`config.mk`:
```
export PLATFORM = sky130hd
export DESIGN_NAME = pe_psum_accum
export DESIGN_NICKNAME = d
export VERILOG_FILES = /design/src/rtl/pe_accum_pkg.sv /design/src/rtl/pe_sat_add.sv /design/src/rtl/pe_psum_accum.sv
export SDC_FILE = /design/constraint.sdc
export NUM_CORES = 1
export LEC_CHECK = 0
export BUFFER_PORTS_ARGS = -buffer_cell sky130_fd_sc_hd__buf_2
export CAP_MARGIN = 20
export CORE_MARGIN = 5
export CORE_UTILIZATION = 58
export DETAILED_ROUTE_END_ITERATION = 16
export PLACE_DENSITY = 0.92
export SYNTH_ARGS = -nofsm -noshare
export SYNTH_HDL_FRONTEND = slang
export SYNTH_SLANG_ARGS = --single-unit
export TNS_END_PERCENT = 10
```
`constraint.sdc`:
```
create_clock -name clk -period 3.09 [get_ports clk]
set_clock_uncertainty 0.15 [all_clocks]
set_input_delay 0 -clock clk [delete_from_list [all_inputs] [get_ports clk]]
set_output_delay 0 -clock clk [all_outputs]
set_load 0.05 [all_outputs]
```
`src/rtl/pe_accum_pkg.sv`:
```
// Shared types and constants for the PE partial-sum accumulation column.
// Both the accumulator top and the saturating adder import this package.
package pe_accum_pkg;

    typedef enum logic [0:0] {
        ST_IDLE  = 1'b0,
        ST_ACCUM = 1'b1
    } acc_state_e;

    localparam int DEF_ACC_W = 16;
    localparam int DEF_CNT_W = 8;

    // Largest and smallest two's-complement values representable in w bits.
    function automatic longint sat_max(input int w);
        return (longint'(1) <<< (w - 1)) - longint'(1);
    endfunction

    function automatic longint sat_min(input int w);
        return -(longint'(1) <<< (w - 1));
    endfunction

endpackage

```
`src/rtl/pe_sat_add.sv`:
```
// Combinational two's-complement adder that clamps to the signed range of W bits.
// Reused by the column accumulator and by later column reducers.
module pe_sat_add
    import pe_accum_pkg::*;
#(
    parameter int W = DEF_ACC_W
) (
    input  logic [W-1:0] i_acc,
    input  logic [W-1:0] i_opd,
    output logic [W-1:0] o_sum,
    output logic         o_ovf
);

    localparam logic [W-1:0] SAT_MAX = W'(sat_max(W));
    localparam logic [W-1:0] SAT_MIN = W'(sat_min(W));

    logic [W-1:0] w_raw;
    logic         w_pos_ovf;
    logic         w_neg_ovf;

    assign w_raw = i_acc + i_opd;

    // Overflow only when both operands share a sign and the wrapped sum flips it.
    assign w_pos_ovf = !i_acc[W-1] && !i_opd[W-1] &&  w_raw[W-1];
    assign w_neg_ovf =  i_acc[W-1] &&  i_opd[W-1] && !w_raw[W-1];

    always_comb begin
        o_sum = w_raw;
        if (w_pos_ovf) begin
            o_sum = SAT_MAX;
        end else if (w_neg_ovf) begin
            o_sum = SAT_MIN;
        end
    end

    assign o_ovf = w_pos_ovf | w_neg_ovf;

endmodule

```
`src/rtl/pe_psum_accum.sv`:
```
// Column accumulator: sums signed partial sums over a last-delimited group and
// presents each group as a saturated result with overflow and beat-count sideband.
module pe_psum_accum
    import pe_accum_pkg::*;
#(
    parameter int IN_W  = 6,
    parameter int ACC_W = DEF_ACC_W,
    parameter int CNT_W = DEF_CNT_W
) (
    input  logic             clk,
    input  logic             rst_n,
    input  logic             clear,
    input  logic             in_valid,
    output logic             in_ready,
    input  logic [IN_W-1:0]  in_data,
    input  logic             in_last,
    output logic             out_valid,
    input  logic             out_ready,
    output logic [ACC_W-1:0] out_data,
    output logic             out_ovf,
    output logic [CNT_W-1:0] out_cnt,
    output logic [0:0]       dbg_state
);

    localparam logic [0:0] S_IDLE  = ST_IDLE;
    localparam logic [0:0] S_ACCUM = ST_ACCUM;

    if (ACC_W <= IN_W) begin : g_bad_width
        $error("pe_psum_accum: ACC_W must exceed IN_W");
    end

    logic [0:0]       r_state;
    logic [ACC_W-1:0] r_acc;
    logic [CNT_W-1:0] r_cnt;
    logic             r_ovf;
    logic             r_out_valid;
    logic [ACC_W-1:0] r_out_data;
    logic             r_out_ovf;
    logic [CNT_W-1:0] r_out_cnt;

    logic [0:0]       w_state_next;
    logic             w_accept;
    logic             w_close;
    logic [ACC_W-1:0] w_sext;
    logic [ACC_W-1:0] w_sum;
    logic             w_add_ovf;
    logic             w_cnt_sat;
    logic [CNT_W-1:0] w_cnt_next;
    logic             w_ovf_next;

    // Handshake: a beat transfers on a rising edge where in_valid && in_ready,
    // a result transfers where out_valid && out_ready; in_ready depends only on
    // the output register state, and clear drops the beat without touching in_ready.
    assign in_ready = !r_out_valid || out_ready;
    assign w_accept = in_valid && in_ready && !clear;
    assign w_close  = w_accept && in_last;

    assign w_sext = {{(ACC_W-IN_W){in_data[IN_W-1]}}, in_data};

    pe_sat_add #(
        .W (ACC_W)
    ) u_sat_add (
        .i_acc (r_acc),
        .i_opd (w_sext),
        .o_sum (w_sum),
        .o_ovf (w_add_ovf)
    );

    // The count holds at all-ones; a beat beyond that marks the group as overflowed.
    assign w_cnt_sat  = &r_cnt;
    assign w_cnt_next = w_cnt_sat ? r_cnt : r_cnt + CNT_W'(1);
    assign w_ovf_next = r_ovf | w_add_ovf | w_cnt_sat;

    always_comb begin
        w_state_next = r_state;
        if (clear) begin
            w_state_next = S_IDLE;
        end else if (w_accept) begin
            w_state_next = in_last ? S_IDLE : S_ACCUM;
        end
    end

    always_ff @(posedge clk or negedge rst_n) begin
        if (!rst_n) begin
            r_state <= S_IDLE;
            r_acc   <= '0;
            r_cnt   <= '0;
            r_ovf   <= 1'b0;
        end else begin
            r_state <= w_state_next;
            if (clear || w_close) begin
                r_acc <= '0;
                r_cnt <= '0;
                r_ovf <= 1'b0;
            end else if (w_accept) begin
                r_acc <= w_sum;
                r_cnt <= w_cnt_next;
                r_ovf <= w_ovf_next;
            end
        end
    end

    // A closing beat reloads the register even while the previous result drains.
    always_ff @(posedge clk or negedge rst_n) begin
        if (!rst_n) begin
            r_out_valid <= 1'b0;
            r_out_data  <= '0;
            r_out_ovf   <= 1'b0;
            r_out_cnt   <= '0;
        end else if (w_close) begin
            r_out_valid <= 1'b1;
            r_out_data  <= w_sum;
            r_out_ovf   <= w_ovf_next;
            r_out_cnt   <= w_cnt_next;
        end else if (out_ready) begin
            r_out_valid <= 1'b0;
        end
    end

    assign out_valid = r_out_valid;
    assign out_data  = r_out_data;
    assign out_ovf   = r_out_ovf;
    assign out_cnt   = r_out_cnt;
    assign dbg_state = r_state;

    property p_out_hold;
        @(posedge clk) disable iff (!rst_n)
            (r_out_valid && !out_ready) |=>
                (r_out_valid && $stable(r_out_data) && $stable(r_out_ovf) && $stable(r_out_cnt));
    endproperty
    a_out_hold: assert property (p_out_hold);

endmodule

```
==> metrics.log <==
[metrics] critical-path cell list: ha_1, a211oi_1, o211ai_2, a21oi_1, o21a_4, mux2_4, a2111o_1, a31oi_1
[metrics] most congested layer reported by global routing: met2
[metrics] proportion of layout cells with a drive suffix above 1: 0.197
[metrics] DRC viols: 0
[metrics] routed via count: approximately 2600
[metrics] net count of the finished layout: roughly 390
[metrics] later-pin clock latency in the skew report: around 310 ps
[metrics] kind of start point of the critical path: flop
[metrics] grt total ovfl: 0
[metrics] final period utilization: 0.936
[metrics] met1 track demand over resource: 0.292
[metrics] Net Count, Synth: 344
[metrics] wire length per cell: approximately 16 um
[metrics] placement row count: 26
[metrics] total setup violations reported at the end of the flow: 0
[metrics] outcome: completed
[metrics] global-route usage over all layers: 0.234
[metrics] required time of the critical path: about 3200 ps
[metrics] Global Route met3 Usage: 0.0471
[metrics] CTS tree: built
[metrics] core region area: 5070 um^2
[metrics] cell area after synthesis: between 3000 and 4000 um^2
[metrics] share of total power in combinational logic: 0.354
[metrics] arrival time reported for the critical path endpoint: 2970 ps
[metrics] Switching Fraction: 0.387
[metrics] Seq pwr share: 0.409
[metrics] Setup TNS: 0 ps
[metrics] maximum fanout along the worst path: 13
[metrics] Total Die Area: roughly 6700 um^2
[metrics] TritonCTS Sinks: 52
[metrics] clk slew on worst S/H paths: ~100 ps
[metrics] horizontal extent of the die: roughly 82 um
[metrics] CP max stage delay: ~400 ps
[metrics] number of buffers added on ports: 39
[metrics] vertical extent of the die: ~82 um
[metrics] number of failing hold endpoints at the final stage: 0
[metrics] P_leak: 1.63 nW
[metrics] worst-path cell with the longest stage delay: dfrtp_1
[metrics] Top-Level Pins: 40
[metrics] RSZ-0062 raised after global routing: no
[metrics] maximum number of pins on one net before global-route repair: 53
[metrics] relative area change from synthesis to final layout: 14.4%
[metrics] Synth async-reset ratio: 1.00
[metrics] Detailed Route Iter0 Violations: between 150 and 200
[metrics] Synth Area per Inst: about 9.6 um^2
[metrics] initial core utilization: 0.592
[metrics] Seq/Total Area, Yosys: 0.433
[metrics] wire length of the first global-routing pass: roughly 12000 um
[metrics] Sw Pwr: about 0.77 mW
[metrics] kind of critical path: flop to flop
[metrics] power per cell area: 580 nW/um^2
[metrics] global routing usage on met2: 0.392
[metrics] detailed-placement wirelength estimate: between 4000 and 5000 um
[metrics] timing-limited maximum frequency: between 0.3 and 0.4 GHz
[metrics] total of flip-flops plus latches after synthesis: 52
[metrics] transition at the pin with the smallest max-transition slack: 832 ps
[metrics] post-layout power: between 1.5 and 2 mW
[metrics] worst voltage drop across the vdd grid: around 0.43 mV
[metrics] Post-synth EDFFs: 0
[metrics] number of global-route vias before repair: ~2700
[metrics] initial antenna violation count: 0
[metrics] final non-filler cell area: between 3000 and 4000 um^2
[metrics] routability-driven placement congestion ratio: just over 0.9
[metrics] Detail Route Antenna Nets: 0
[metrics] Syn. warnings: 0
[metrics] H-tree depth: 2
[metrics] via density per instance: 6.00
[metrics] wire length after detailed routing: just under 7000 um
[metrics] DR pass1 iterations: 4
[metrics] maximum clock path buffer count: 2
[metrics] clock root cell: clkbuf_8
[metrics] Hold Crit Class: input pin to flop
[metrics] post-synthesis cell type count: 47
[metrics] Final min period: around 2900 ps
[metrics] synthesized netlist cell count: roughly 310
[metrics] number of diodes added for antenna fixing: 0
[metrics] TritonCTS Buffers: 5
[metrics] predominant post-synthesis flop cell: dfrtp_1
[metrics] Int Power: 1.22 mW
[metrics] number of maximum-capacitance constraint violations: 0
[metrics] clock share of power: 0.238
[metrics] Max-slew headroom: 0.444
[metrics] final slew viol count: 0
[metrics] type of destination of the critical path: flop
[metrics] DP Area: ~3300 um^2
==> critical path: cells and delay by family (launching register included) <==
kind	cells	cell delay [ps]
compound gates	6	1560
flops	1	400
mux	1	390
fa+ha+maj	1	310
==> per-stage QoR <==
step | utilization | cells | setup slack [ps] | hold slack, ps
final | 0.677 | 425 | 198 | 29.6
after detailed placement | 0.643 | 413 | 186 | 132
after global routing | 0.677 | 425 | 85.4 | 76.8
after floorplan | - | 313 | 481 | -446
after global placement | 0.643 | 413 | 259 | 117
after CTS | 0.670 | 423 | 92.4 | 29.9
==> kinds of logic (layout without fill, tap and decap cells) <==
| logic type | after synthesis | count (layout) | synth area share |
|---|---|---|---|
| buffers and inverters | 24 | 66 | 0.0333 |
| muxes | 14 | 14 | 0.0537 |
| DFF | 52 | 52 | 0.433 |
| xor gates and xnor gates | 17 | 17 | 0.0496 |
| adders and majority gates | 19 | 19 | 0.0816 |
| AOI/OAI and AO/OA | 111 | 111 | 0.235 |
| and+or+nand+nor | 76 | 76 | 0.114 |
==> synth_stat cells (2+ instances only) <==
master	number	area [um^2]
nor2_1	14	52.6
ha_1	18	225
xnor2_1	11	96.3
nor2b_1	3	18.8
a21o_1	4	30.0
a31oi_1	8	50.1
buf_2	2	10.0
mux2i_1	2	20.0
a21oi_1	23	115
nand3_1	4	20.0
dfrtp_1	52	1300
mux2_2	10	113
nand4_1	2	12.5
clkbuf_1	10	37.5
inv_1	11	41.3
and2_1	3	18.8
nand2b_1	2	12.5
and3_1	4	25.0
xor2_1	6	52.6
o211ai_1	3	22.5
o21bai_1	2	15.0
nand2_1	38	143
a32o_1	2	20.0
o31ai_1	3	22.5
o21ai_0	43	215
o211a_1	2	20.0
a22o_1	10	87.6
nand3b_1	2	15.0
==> routing by layer <==
layer	part of all wire	vias up
met1	0.44	1226
met3	0.052	15
met5	0	-
li1	-	1216
met4	0.021	0
met2	0.49	93
==> flip-flops by register name, summed over array words and instances, names as in the netlist <==
signal,count
dbg_state,1
out_cnt,8
out_data,16
out_ovf,1
out_valid,1
r_acc,16
r_cnt,8
r_ovf,1
==> path summary, 6_finish.rpt <==
path                            start           end  slack (ps)  cells past startpoint
min in group asynchronous       rst_n   out_data[6]         520                      3
max reg2reg                  r_acc[1]  out_data[12]         200                      8
min reg2reg                 dbg_state     dbg_state         330                      2
max                          r_acc[1]  out_data[12]         200                      8
min                        in_data[0]      r_acc[0]          30                      4
max in group asynchronous       rst_n  out_data[13]        1770                      4
==> layout make-up <==
class,instances,area (um^2)
tap,70,87.6
clock buffer,5,68.8
fill,416,1640
multi-input combinational,237,1620
sequential,52,1300
inverter,11,41.3
timing repair buffer,47,275
clock inverter,3,46.3
==> power groups by stage <==
stage	clock (mW)	combinational, mW	sequential [mW]
CTS	0.484	0.701	0.816
global placement	0	0.680	0.826
detailed placement	0	0.693	0.829
finish	0.474	0.704	0.814
floorplan	0	0.263	1.09
global route	0.520	0.755	0.828
==> timing repair <==
item | 4_1_cts | 5_1_grt
resized for setup | 0 | 1
setup endpoints to repair | 0 | 10
buffers inserted | 0 | 0
hold endpoints to repair | 53 | 11
hold buffers | 2 | 1
==> cells in the final DEF, fill, tap and decap left out, drive strengths merged, types with 11 or more instances in the layout <==
| cell type | count |
|---|---|
| ha | 18 |
| inv | 12 |
| nor2 | 14 |
| a21oi | 23 |
| o21ai | 45 |
| nand2 | 38 |
| xnor2 | 11 |
| buf | 44 |
| mux2 | 11 |
| dfrtp | 52 |
(Power assumes the default switching activity.)
